## config.mk

```make
export PLATFORM = sky130hd
export DESIGN_NAME = ex_mult_unit
export DESIGN_NICKNAME = d
export VERILOG_FILES = /design/src/rtl/pipe_pkg.sv /design/src/rtl/mult_shift_add_step.sv /design/src/rtl/ex_mult_unit.sv
export SDC_FILE = /design/constraint.sdc
export NUM_CORES = 1
export LEC_CHECK = 0
export ABC_CLOCK_PERIOD_IN_PS = 6600
export CORE_MARGIN = 2
export CORE_UTILIZATION = 57
export DETAILED_ROUTE_END_ITERATION = 10
export PLACE_DENSITY = 0.86
export SLEW_MARGIN = 20
export SYNTH_ARGS = -nofsm -noshare
export SYNTH_HDL_FRONTEND = slang
export SYNTH_SLANG_ARGS = --single-unit
```

## constraint.sdc

```tcl
create_clock -name clock -period 6.6 [get_ports clock]
set_input_delay 0.66 -clock clock [delete_from_list [all_inputs] [get_ports clock]]
set_output_delay 0.66 -clock clock [all_outputs]
set_load 0.02 [all_outputs]
```

## src/rtl/pipe_pkg.sv

```systemverilog
// Shared pipeline definitions used by the EX-stage multiplier.
package pipe_pkg;

    localparam int unsigned MUL_WIDTH = 32;
    localparam int unsigned MUL_CNT_W = 6;

    typedef enum logic [1:0] {
        IDLE = 2'd0,
        RUN  = 2'd1,
        DONE = 2'd2
    } mult_state_t;

endpackage

```

## src/rtl/mult_shift_add_step.sv

```systemverilog
// One radix-2 shift-add iteration: conditionally add the multiplicand into the
// upper half of the accumulator (keeping the carry), then shift right by one.
module mult_shift_add_step #(
    parameter int unsigned WIDTH = 32
) (
    input  logic [2*WIDTH-1:0] acc_in,
    input  logic [WIDTH-1:0]   mcand,
    input  logic               mbit,
    output logic [2*WIDTH-1:0] acc_out
);

    localparam int unsigned PW = 2 * WIDTH;

    logic [WIDTH:0] sum;

    // Add into the upper half; the carry becomes the new MSB after the shift.
    always_comb begin
        sum     = {1'b0, acc_in[2*WIDTH-1:WIDTH]} + (mbit ? {1'b0, mcand} : '0);
        acc_out = PW'({sum, acc_in[WIDTH-1:0]} >> 1);
    end

endmodule

```

## src/rtl/ex_mult_unit.sv

```systemverilog
// EX-stage iterative 32x32->64 multiplier: fixed-latency shift-add core with
// signed/unsigned operands, flush support and a stall request to the hazard unit.
module ex_mult_unit
    import pipe_pkg::*;
#(
    parameter int unsigned WIDTH = MUL_WIDTH,
    parameter int unsigned CNT_W = MUL_CNT_W
) (
    input  logic               clock,
    input  logic               reset,
    input  logic               start,
    input  logic               is_signed,
    input  logic               flush,
    input  logic [WIDTH-1:0]   src_a,
    input  logic [WIDTH-1:0]   src_b,
    output logic               busy,
    output logic               done,
    output logic               stall_req,
    output logic [2*WIDTH-1:0] prod
);

    localparam logic [CNT_W-1:0] CNT_LAST = CNT_W'(WIDTH - 1);

    mult_state_t        state_q;
    logic [CNT_W-1:0]   cnt_q;
    logic [2*WIDTH-1:0] acc_q;
    logic [2*WIDTH-1:0] acc_step;
    logic [WIDTH-1:0]   mcand_q;
    logic [WIDTH-1:0]   mplier_q;
    logic               neg_q;
    logic               busy_q;
    logic               done_q;
    logic [2*WIDTH-1:0] prod_q;
    logic [WIDTH-1:0]   mag_a;
    logic [WIDTH-1:0]   mag_b;

    // Operand magnitudes; 0x8000_0000 negates to itself, which is 2^31 unsigned.
    always_comb begin
        mag_a = (is_signed && src_a[WIDTH-1]) ? -src_a : src_a;
        mag_b = (is_signed && src_b[WIDTH-1]) ? -src_b : src_b;
    end

    mult_shift_add_step #(
        .WIDTH (WIDTH)
    ) u_step (
        .acc_in  (acc_q),
        .mcand   (mcand_q),
        .mbit    (mplier_q[0]),
        .acc_out (acc_step)
    );

    // Control FSM, iteration datapath and registered outputs.
    always_ff @(posedge clock or negedge reset) begin
        if (!reset) begin
            state_q  <= IDLE;
            cnt_q    <= '0;
            acc_q    <= '0;
            mcand_q  <= '0;
            mplier_q <= '0;
            neg_q    <= 1'b0;
            busy_q   <= 1'b0;
            done_q   <= 1'b0;
            prod_q   <= '0;
        end else begin
            done_q <= 1'b0;
            unique case (state_q)
                IDLE: begin
                    if (start && !flush) begin
                        mcand_q  <= mag_a;
                        mplier_q <= mag_b;
                        neg_q    <= is_signed & (src_a[WIDTH-1] ^ src_b[WIDTH-1]);
                        acc_q    <= '0;
                        cnt_q    <= '0;
                        busy_q   <= 1'b1;
                        state_q  <= RUN;
                    end
                end
                RUN: begin
                    if (flush) begin
                        // Squashed op: prod keeps the last completed result.
                        busy_q  <= 1'b0;
                        state_q <= IDLE;
                    end else begin
                        acc_q    <= acc_step;
                        mplier_q <= mplier_q >> 1;
                        cnt_q    <= cnt_q + 1'b1;
                        if (cnt_q == CNT_LAST) begin
                            prod_q  <= neg_q ? -acc_step : acc_step;
                            busy_q  <= 1'b0;
                            done_q  <= 1'b1;
                            state_q <= DONE;
                        end
                    end
                end
                DONE: begin
                    state_q <= IDLE;
                end
                default: begin
                    busy_q  <= 1'b0;
                    state_q <= IDLE;
                end
            endcase
        end
    end

    // Hold the front of the pipe while a multiply is being accepted or running.
    always_comb begin
        stall_req = (start && (state_q == IDLE)) || (state_q == RUN);
    end

    assign busy = busy_q;
    assign done = done_q;
    assign prod = prod_q;

endmodule

```

# After elaboration in Yosys (flattened, before gate mapping)
# Cells that the tools add are included.
# Widths: inputs -> output; s select.
# totals
regBits	203
output_inout_bits	67
wordCells	61
inputBits	69
# op_classes
n_reduce_logical	13
eq_ne	6
n_mux	24
bitwise	4
addsub	5
# ops
operator	n
$mux 64	3
$mux 32	5
$pmux 64 s2	1
$neg 32->32	2
$neg 64->64	1
$pmux 32 s2	1
$add 32x33->33	1
$mux 6	2
$pmux 6 s2	1
$reduce_and 3->1	3
$add 6x1->6 const B	1
$eq 6x5->1 const B	1
$mux 1	6
$mux 2	3
$logic_and 1x1->1	4
$ne 2x2->1 const B	2
$pmux 2 s2	1
$reduce_and 2->1	2
$ne 3x3->1 const B	1
$pmux 1 s3	1
$eq 2x1->1 const B	1
$eq 2x2->1 const B	1
$logic_not 2->1	1
$not 1->1	2
5 further kinds	5

# Longest topological paths before layout
# Gate-level depths: netlist (run 1).
# depth
depth_word	4
depth_mapped	15
mapped_depth_nobuf	13

# By module
# A second synthesis (run 1) with hierarchy kept.
# unflattened
hier_cells	1372
hier_area_um2	12507.0
# by_module_without_submodules
mod	cells_per_inst	instances	area_each_um2	seq_area_each_um2
ex_mult_unit	1077	1	10319.9	5079.9
mult_shift_add_step	295	1	2187.1	0.0

# Worst setup path after synthesis (run 1)
# OpenSTA, ideal clock, no wires.
# synth_path
kind	register -> register
start	reg mplier_q[0]
end	reg prod_q[63] (netlist: prod[63])
path_stages_with_launch	16
setup_ps	127
setup_slack_ps	2060
t_arrival_ps	4413
path_cell_list	dfrtp_1 > clkbuf_1 > and2_1 > ha_1 > fa_1 > a211oi_2 > o21ai_1 > a41oi_1 > xor2_1 > o2111ai_1 > or4_4 > or4_1 > clkbuf_1 > nor4_1 > mux2_2 > nand2b_1
# synth_via
elab_chain_len	4
# synth_rtl
item	line_no	source
start, declared	ex_mult_unit.sv:29	logic [WIDTH-1:0] mplier_q;
start signal, assigned	ex_mult_unit.sv:70	mplier_q <= mag_b;
start signal, assigned	ex_mult_unit.sv:85	mplier_q <= mplier_q >> 1;
$mux 32 *	mult_shift_add_step.sv:18	sum = {1'b0, acc_in[2*WIDTH-1:WIDTH]} + (mbit ? {1'b0, mcand} : '0);
$add 32x33->33 *	mult_shift_add_step.sv:18	
$neg 64->64	ex_mult_unit.sv:88	prod_q <= neg_q ? -acc_step : acc_step;
$mux 64 *	ex_mult_unit.sv:88	
end signal, assigned	ex_mult_unit.sv:88	
end, declared	ex_mult_unit.sv:33	logic [2*WIDTH-1:0] prod_q;
# Every way passes the cells marked *; elsewhere a longest branch is shown, timed or not.
# A chain may end at the register's enable or synchronous reset.

# Worst setup path in the final report (run 1)
# Ends and elaborated chain as after synthesis.

==> results of run 1 <==
-- flip-flops by register name, indices dropped and copies added (netlist names) --
| name | cells |
|---|---|
| busy | 1 |
| done | 1 |
| prod | 64 |
| cnt_q | 6 |
| mcand_q | 32 |
| neg_q | 1 |
| acc_q | 63 |
| mplier_q | 32 |
| state_q | 2 |
-- synth_stat cells, types with 3 or more instances --
master / instances / area (um2)
sky130_fd_sc_hd__buf_1: 4 / 15.0
sky130_fd_sc_hd__a21boi_0: 5 / 37.5
sky130_fd_sc_hd__or2_2: 8 / 50.1
sky130_fd_sc_hd__o31ai_1: 27 / 203
sky130_fd_sc_hd__o211ai_1: 9 / 67.6
sky130_fd_sc_hd__a21oi_1: 66 / 330
sky130_fd_sc_hd__nor2_1: 50 / 188
sky130_fd_sc_hd__and2_1: 42 / 263
sky130_fd_sc_hd__a22oi_1: 29 / 218
sky130_fd_sc_hd__or3_1: 7 / 43.8
sky130_fd_sc_hd__clkbuf_1: 69 / 259
sky130_fd_sc_hd__nor2b_1: 5 / 31.3
sky130_fd_sc_hd__a31oi_1: 5 / 31.3
sky130_fd_sc_hd__nand3b_1: 3 / 22.5
sky130_fd_sc_hd__or4_1: 14 / 105
sky130_fd_sc_hd__a21o_1: 17 / 128
sky130_fd_sc_hd__inv_1: 20 / 75.1
sky130_fd_sc_hd__o21ai_0: 186 / 931
sky130_fd_sc_hd__nand4_1: 7 / 43.8
sky130_fd_sc_hd__xnor2_1: 53 / 464
sky130_fd_sc_hd__o41ai_1: 17 / 149
sky130_fd_sc_hd__o21ai_1: 4 / 20.0
sky130_fd_sc_hd__mux2i_1: 3 / 30.0
sky130_fd_sc_hd__xor2_1: 93 / 815
sky130_fd_sc_hd__or4b_4: 3 / 41.3
sky130_fd_sc_hd__dfrtp_1: 202 / 5050
sky130_fd_sc_hd__a22o_1: 49 / 429
sky130_fd_sc_hd__nor3_1: 20 / 100
sky130_fd_sc_hd__o2111ai_1: 3 / 26.3
sky130_fd_sc_hd__nand2_1: 184 / 691
sky130_fd_sc_hd__a211oi_1: 10 / 75.1
sky130_fd_sc_hd__nor4_1: 11 / 68.8
sky130_fd_sc_hd__nand2b_1: 8 / 50.1
sky130_fd_sc_hd__nand3_1: 15 / 75.1
sky130_fd_sc_hd__and3_1: 7 / 43.8
sky130_fd_sc_hd__ha_1: 36 / 450
-- cells by family (layout without fill, tap and decap cells) --
kind of cell,Yosys count,count (layout)
AO/OA/AOI/OAI,451,451
adder cells (fa/ha/maj),37,37
AND/OR/NAND/NOR,393,393
XOR/XNOR,146,146
multiplexers,5,5
flip-flops,202,202
buffers and inverters,93,204
-- through the flow --
stage          worst slack (ns)  util (%)
3_5_place_dp               1.44      64.8
3_3_place_gp               1.54      64.8
2_1_floorplan              2.06         -
4_1_cts                    1.41      68.6
5_1_grt                    1.01      68.6
6_report                   1.37      68.6
-- critical path: stages, from the launching register on --
cell	delay, ns
sky130_fd_sc_hd__dfrtp_1	0.67
sky130_fd_sc_hd__and2_1	0.29
sky130_fd_sc_hd__ha_1	0.22
sky130_fd_sc_hd__fa_1	0.45
sky130_fd_sc_hd__a211oi_2	0.30
sky130_fd_sc_hd__o21ai_1	0.18
sky130_fd_sc_hd__a41oi_1	0.28
sky130_fd_sc_hd__xor2_1	0.37
sky130_fd_sc_hd__o2111ai_1	0.29
sky130_fd_sc_hd__or4_4	0.64
sky130_fd_sc_hd__or4_1	0.66
sky130_fd_sc_hd__nor4_1	0.25
sky130_fd_sc_hd__mux2_2	0.37
sky130_fd_sc_hd__nand2b_1	0.13
-- power by group --
| part | switching, mW | leakage, nW | total [mW] | internal (mW) |
|---|---|---|---|---|
| combinational | 0.584 | 3.14 | 0.976 | 0.392 |
| sequential | 0.0996 | 2.72 | 1.47 | 1.37 |
| clock | 0.521 | 0.379 | 1.33 | 0.813 |
| total | 1.20 | 6.23 | 3.78 | 2.57 |
-- routing by layer --
layer	vias up	global-route usage (%)	routed length [um]
met5	-	0	0
met4	0	7.52	656
met3	49	3.15	1860
met2	337	43.7	13500
met1	4958	37.9	13300
li1	4986	-	-
-- worst max-delay path by stage --
stage / slack (ns) / start / to / cells after the start
finish: 1.37 / mplier_q[0]$_DFFE_PN0P_ / prod[63]$_DFFE_PN0P_ / 13
global route: 1.01 / mplier_q[0]$_DFFE_PN0P_ / prod[63]$_DFFE_PN0P_ / 13
CTS: 1.41 / mplier_q[0]$_DFFE_PN0P_ / prod[63]$_DFFE_PN0P_ / 13
detailed placement: 1.44 / mplier_q[0]$_DFFE_PN0P_ / prod[63]$_DFFE_PN0P_ / 13
global placement: 1.54 / mplier_q[0]$_DFFE_PN0P_ / prod[63]$_DFFE_PN0P_ / 13
floorplan: 2.06 / mplier_q[0]$_DFFE_PN0P_ / prod[63]$_DFFE_PN0P_ / 15
-- final cells by class --
type | instances | area [um2] | area share (%)
Timing Repair Buffer | 144 | 1420 | 9.97
Clock inverter | 12 | 193 | 1.35
Tap cell | 275 | 344 | 2.41
Inverter | 20 | 75.1 | 0.526
Multi-Input combinational cell | 1032 | 6590 | 46.1
Clock buffer | 28 | 603 | 4.22
Sequential cell | 202 | 5050 | 35.4
==> run summary, run 1 <==
The count of antenna-violating nets left after detailed routing is 0. The finished cells cover 14300 um2. Entering global routing, the biggest net connects 140 pins.

At the worst endpoint, the arrival time is 5.62 ns. The total power after layout came out at 3.78 mW. The average detailed-routed wire length per instance came out at 17.1 um. In this run the horizontal extent of the chip is 149 um. In this run, CTS created clock tree buffers numbering 22.

The required time reported for the critical path endpoint came out at 6.99 ns. The analysis attributes to cell leakage a power of 6.23 nW. The CTS clock-pin slew for the worst setup and hold paths is 0.06 ns. STA classifies the critical path startpoint as a flip-flop.

The hold buffer count at CTS came out at 0. The critical-path maximum fanout came out at 33. CTS placed an instance of sky130_fd_sc_hd__clkbuf_16 at the clock tree root. Setup repair after global routing left no endpoint under its margin. The count of cells in the finished layout, fillers not included, comes to 1713. The number of enable flip-flop cells after synthesis came out at 0. The instance count after placement with tap cells included is 1673. The worst-margin pin slew came out at 1.02 ns. The synthesized netlist devotes 24.0% of its cell area to compound gates.

The number of global-route vias before repair came out at 9798. The H-tree level count came out at 1. The setup TNS is 0 ns. The cell count after synthesis came out at 1327. Port buffering added 135 buffers. The shortest period the worst path allows came out at 5.23 ns. The path class of the tightest hold or removal check is input pin to asynchronous set/reset pin. The library cells used most frequently in the layout, excluding fill and tap cells, are sky130_fd_sc_hd__dfrtp_1, sky130_fd_sc_hd__o21ai_0, sky130_fd_sc_hd__nand2_1, sky130_fd_sc_hd__clkdlybuf4s50_1, sky130_fd_sc_hd__xor2_1. The post-layout net count is 1528.

The number of vias per cell after detailed routing is 6.03. The worst setup path is captured at a flip-flop. The number of cells on the worst reg-to-reg path came out at 13. The synthesis-to-layout area growth is 19.2%. The remaining design rule violation count is 0. The TritonCTS sink count came out at 202. The iteration-0 DRC count of the detailed router came out at 686. The synthesized area divided by synthesized cell count is 9.03 um2. The global-route wire length before repair came out at 48.6 mm. The die height is 149 um. The core outline area is 20800 um2. TritonCTS built the clock tree.

The final number of max-transition violations is 0. The number of buffers added for setup after CTS is 0. The critical path in this run is classified as flip-flop to flip-flop. After synthesis, the largest family of logic cells by area is compound AO/OA/AOI/OAI gates. The flow ran to the end, and the final reports show no timing, DRC or antenna violations. After layout, the worst path uses 79.3% of the clock period. The simple-gate share of the synthesized area is 15.9%.

The synthesized area came out at 12000 um2. The most common cell after layout, fill and taps aside is sky130_fd_sc_hd__dfrtp_1. The startpoint identified for the worst register-to-register timing path is mplier_q[0]$_DFFE_PN0P_. The die footprint came out at 22200 um2. The number of diodes came out at 0. The worst setup slack for register-to-register paths is 1.37 ns.

The total wire length is 29.2 mm. The I/O pin count came out at 136. After Yosys synthesis, XOR and XNOR cells account for 10.7% of the synthesized area.

The detailed-placement wirelength estimate came out at 20.8 mm. The worst hold slack came out at 0.265 ns. The fraction of the mapped netlist area in adder cells came out at 3.93%.

The weighted congestion at the end of routability-driven global placement is 0.869. The normalized max-slew margin is 31.7%. The total placed instance area came out at 13500 um2. The mux share of post-synthesis cell area came out at 0.439%. The quantity of gates resized following cts came out at 0. The async set-reset flop share out of synthesis came out at 100%. The global-route total usage across every layer came out at 26.7%. The floorplan row count is 53. IR analysis of the VDD net gives a maximum drop of 181 uV.

The total grt overflow came out at 0. The number of endpoints with negative hold slack in the final report came out at 0. Across the run, the number of max-cap violations was 0. The share of layout cells above drive strength 1 is 5.08%.

The worst flop-to-flop path endpoint is prod[63]$_DFFE_PN0P_. For this design the ratio of total power to cell area is 265 nW/um2. At the later pin of the worst-skew pair, clock insertion delay measures 0.51 ns. The number of unique standard cell types used by synthesis came out at 65. The total via count after detailed routing is 10300. The highest clock rate is 0.191 GHz. Synthesis produced a netlist with a net count of 1433. Synthesis inferred 202 register bits. In the synthesized netlist the dominant register cell turns out to be sky130_fd_sc_hd__dfrtp_1. The maximum clock path buffer count is 3. Across the routed clock network, the largest skew measured is 0.0184 ns. The total iterations of the first detailed-routing run came out at 5. The initial antenna violation count came to 0. After filler insertion, the fill cell instance count of the layout stands at 1651. The count of final setup violators is 0.

The synthesis warning total came out at 0. The initial core utilization is 57.5%. The fraction of the yosys area taken by sequential cells is 42.2%.
Power figures use the tool's default switching activity.
==> run 2: changes to the inputs <==
--- a/config.mk
+++ b/config.mk
@@ -5,11 +5,11 @@
 export SDC_FILE = /design/constraint.sdc
 export NUM_CORES = 1
 export LEC_CHECK = 0
-export ABC_CLOCK_PERIOD_IN_PS = 6600
+export ABC_CLOCK_PERIOD_IN_PS = 4400
 export CORE_MARGIN = 2
-export CORE_UTILIZATION = 57
+export CORE_UTILIZATION = 52
 export DETAILED_ROUTE_END_ITERATION = 10
-export PLACE_DENSITY = 0.86
+export PLACE_DENSITY = 0.83
 export SLEW_MARGIN = 20
 export SYNTH_ARGS = -nofsm -noshare
 export SYNTH_HDL_FRONTEND = slang
==> constraint.sdc (replaced) <==
create_clock -name clock -period 4.4 [get_ports clock]
set_input_delay 0.44 -clock clock [delete_from_list [all_inputs] [get_ports clock]]
set_output_delay 0.44 -clock clock [all_outputs]
set_load 0.02 [all_outputs]
==> run 2 against run 1 <==
  * Final area rose by 2.0%
  * Via count rose by 1.1%
  * Core utilization fell by 4.3 points
  * Power rose by 52%
  * Global-route usage fell by 2.1 points
  * Final cell count rose by 2.2%
  * Sequential share of layout area fell by 0.67 points
==> run summary, run 2 (same netlist as run 1, synthesis figures left out) <==
The flow ran to the end, and the final reports show no timing, DRC or antenna violations. The count of antenna-violating nets left after detailed routing is 0 (unchanged). The critical path is of the flip-flop to flip-flop type. The total via count after detailed routing came out at 10400 (+1.1%). The highest clock rate is 0.238 GHz (+24%).

The total clock buffers created by CTS is 22 (unchanged). The die height was 156 um (+4.6%). The die width came out at 156 um (+4.6%).

The pin count of the biggest net entering global routing came out at 123 (-12%). The total grt overflow came to 0 (unchanged). The worst-margin pin slew is 0.978 ns (-0.0464 ns). The count of input and output buffers was 135 (unchanged).

The average detailed-routed wire length per instance came out at 16.9 um (-0.68%). The number of diodes is 0 (unchanged). The reported leakage power is 6.38 nW (+2.4%). The normalized max-slew margin is 34.8% (+3.1 points).

The iteration-0 DRC count of the detailed router is 739 (+7.7%). The CTS clock-pin slew for the worst setup and hold paths came out at 0.06 ns (about the same). The total wire length came out at 29.7 mm (+1.5%). The global-route wire length before repair is 49.3 mm (+1.5%).

The hold buffer count at CTS is 0 (unchanged). The remaining design rule violation count came to 0 (unchanged). The instance count after placement with tap cells included is 1710 (+2.2%). The power per cell area was 394 nW/um2 (+49%). The initial core utilization came out at 52.9% (-4.6 points). The share of layout cells above drive strength 1 was 7.71% (+2.6 points). The final number of max-transition violations is 0 (unchanged). The critical path endpoint category is a flip-flop. The global-route total usage across every layer is 24.7% (-2.1 points). The number of endpoints with negative hold slack in the final report was 0 (unchanged). The total placed instance area is 13700 um2 (+1.8%). The detailed-placement wirelength estimate came out at 21.7 mm (+4.6%).

The synthesis-to-layout area growth came out at 21.6%. The count of final setup violators came out at 0 (unchanged). The number of standard cells in the final layout excluding fillers is 1751 (+2.2%). The post-layout net count was 1558 (+2.0%).

The final non-filler cell area came to 14600 um2 (+2.0%). In the layout the commonest cells are sky130_fd_sc_hd__dfrtp_1, sky130_fd_sc_hd__nand2_1, sky130_fd_sc_hd__o21ai_0, sky130_fd_sc_hd__clkdlybuf4s50_1, sky130_fd_sc_hd__xor2_1. The worst setup path is launched from a flip-flop. The I/O pin count is 136 (unchanged). The shortest period the worst path allows is 4.20 ns (-1.03 ns). The weighted congestion at the end of routability-driven global placement is 0.945 (+8.8%). The most common cell after layout, fill and taps aside is sky130_fd_sc_hd__dfrtp_1. The initial antenna violation count came out at 0 (unchanged).

The total iterations of the first detailed-routing run came to 4 (-1). The floorplan row count came to 55 (+3.8%). The worst path arrival time is 4.58 ns (-1.04 ns).

The tree is rooted in a sky130_fd_sc_hd__clkbuf_16. The number of vias per cell after detailed routing came to 5.96 (-1.1%). The TritonCTS sink count came out at 202 (unchanged). The clock latency at the later pin of the worst-skew pair is 0.52 ns (about the same). The maximum clock path buffer count came out at 3 (unchanged).

The worst-case vdd ir drop is 227 uV (+25%). The core outline area is 22600 um2 (+8.7%). The worst clock skew is 0.0220 ns (+0.00354 ns). The required time reported for the critical path endpoint came out at 4.78 ns (-2.21 ns). The number of global-route vias before repair came out at 9913 (+1.2%).

The worst hold path belongs to the class input pin to asynchronous set/reset pin. The H-tree level count was 1 (unchanged). Setup repair after global routing could not meet its margin everywhere.

The critical-path maximum fanout was 9 (-73%). In this run the worst setup path begins at mplier_q[0]$_DFFE_PN0P_. TritonCTS built the clock tree. The reported max-cap violation count is 0 (unchanged). The flip-flop count of the largest register after layout is 64 (unchanged). The die footprint came out at 24300 um2 (+9.4%).

In this run the critical register-to-register path is launched from mplier_q[0]$_DFFE_PN0P_. The post-route fraction of the period consumed by the critical path is 95.5% (+16 points).
## run 2: changes by cell type in the layout (fill, tap and decap cells not counted), moves of 2 or more
cell,change
sky130_fd_sc_hd__a21oi_1,-2
sky130_fd_sc_hd__buf_4,+29
sky130_fd_sc_hd__o21ai_0,-2
sky130_fd_sc_hd__clkbuf_8,+3
sky130_fd_sc_hd__a21oi_2,+2
## run 2: stage by stage
stage | power [mW] | hold WS [ns] | TNS [ns] | setup slack, ns | utilization [%]
after floorplan | 3.24 | 0.144 | 0 | 0.00678 | -
after global placement | 3.72 | 0.455 | 0 | 0.174 | 60.7
after detailed placement | 3.77 | 0.462 | 0 | 0.0481 | 60.7
after CTS | 5.71 | 0.112 | 0 | 0.00274 | 64.1
after global routing | 6.07 | 0.150 | -0.0362 | -0.0288 | 64.3
final | 5.74 | 0.0461 | 0 | 0.197 | 64.3
## run 2: area by class of cell
cell class / instances / area, um2
Tap cell: 285 / 357
Multi-Input combinational cell: 1032 / 6650
Sequential cell: 202 / 5060
Clock buffer: 29 / 627
Fill cell: 1820 / 8080
Timing Repair Buffer: 174 / 1660
Inverter: 20 / 75.1
Clock inverter: 9 / 143
## run 2: final timing paths
kind                                      endpoint  depth (start not counted)  slack (ns)
min reg2reg                mcand_q[20]$_DFFE_PN0P_                          2        0.47
max in group asynchronous  mcand_q[26]$_DFFE_PN0P_                          2        3.35
max reg2reg                   prod[63]$_DFFE_PN0P_                         13        0.20
min in group clock         mcand_q[20]$_DFFE_PN0P_                          2        0.47
max                           prod[63]$_DFFE_PN0P_                         13        0.20
min                           prod[22]$_DFFE_PN0P_                          1        0.05
## run 2: repair_timing
| action | 4_1_cts | 5_1_grt |
|---|---|---|
| resized for setup | 0 | 11 |
| endpoints found under the setup margin | 0 | 9 |
| setup buffers | 0 | 3 |
## run 2: worst max-delay path, cell delays in order (launching register included)
cell and delay, ns:
sky130_fd_sc_hd__dfrtp_2 0.45, sky130_fd_sc_hd__and2_1 0.16, sky130_fd_sc_hd__ha_1 0.43, sky130_fd_sc_hd__o211ai_1 0.16, sky130_fd_sc_hd__o211ai_1 0.38, sky130_fd_sc_hd__buf_4 0.19, sky130_fd_sc_hd__and3_1 0.16, sky130_fd_sc_hd__nor2_1 0.06
sky130_fd_sc_hd__xnor2_1 0.18, sky130_fd_sc_hd__or4_4 0.60, sky130_fd_sc_hd__or4_4 0.54, sky130_fd_sc_hd__nor4_2 0.26, sky130_fd_sc_hd__mux2_2 0.36, sky130_fd_sc_hd__nand2b_1 0.14
## run 2: where the power goes
group / total, mW / switching, mW / leakage, nW / internal, mW
logic: 1.61 / 0.930 / 3.30 / 0.679
clock network: 1.94 / 0.763 / 0.367 / 1.18
registers: 2.19 / 0.137 / 2.71 / 2.05
## run 2: per-layer routing
layer | global-route usage [%] | vias to the layer above | part of all wire (%)
met2 | 39.3 | 353 | 45
li1 | - | 5055 | -
met1 | 36.3 | 4994 | 48
met4 | 5.33 | 0 | 1.6
met5 | 0 | - | 0
met3 | 3.08 | 41 | 6.0
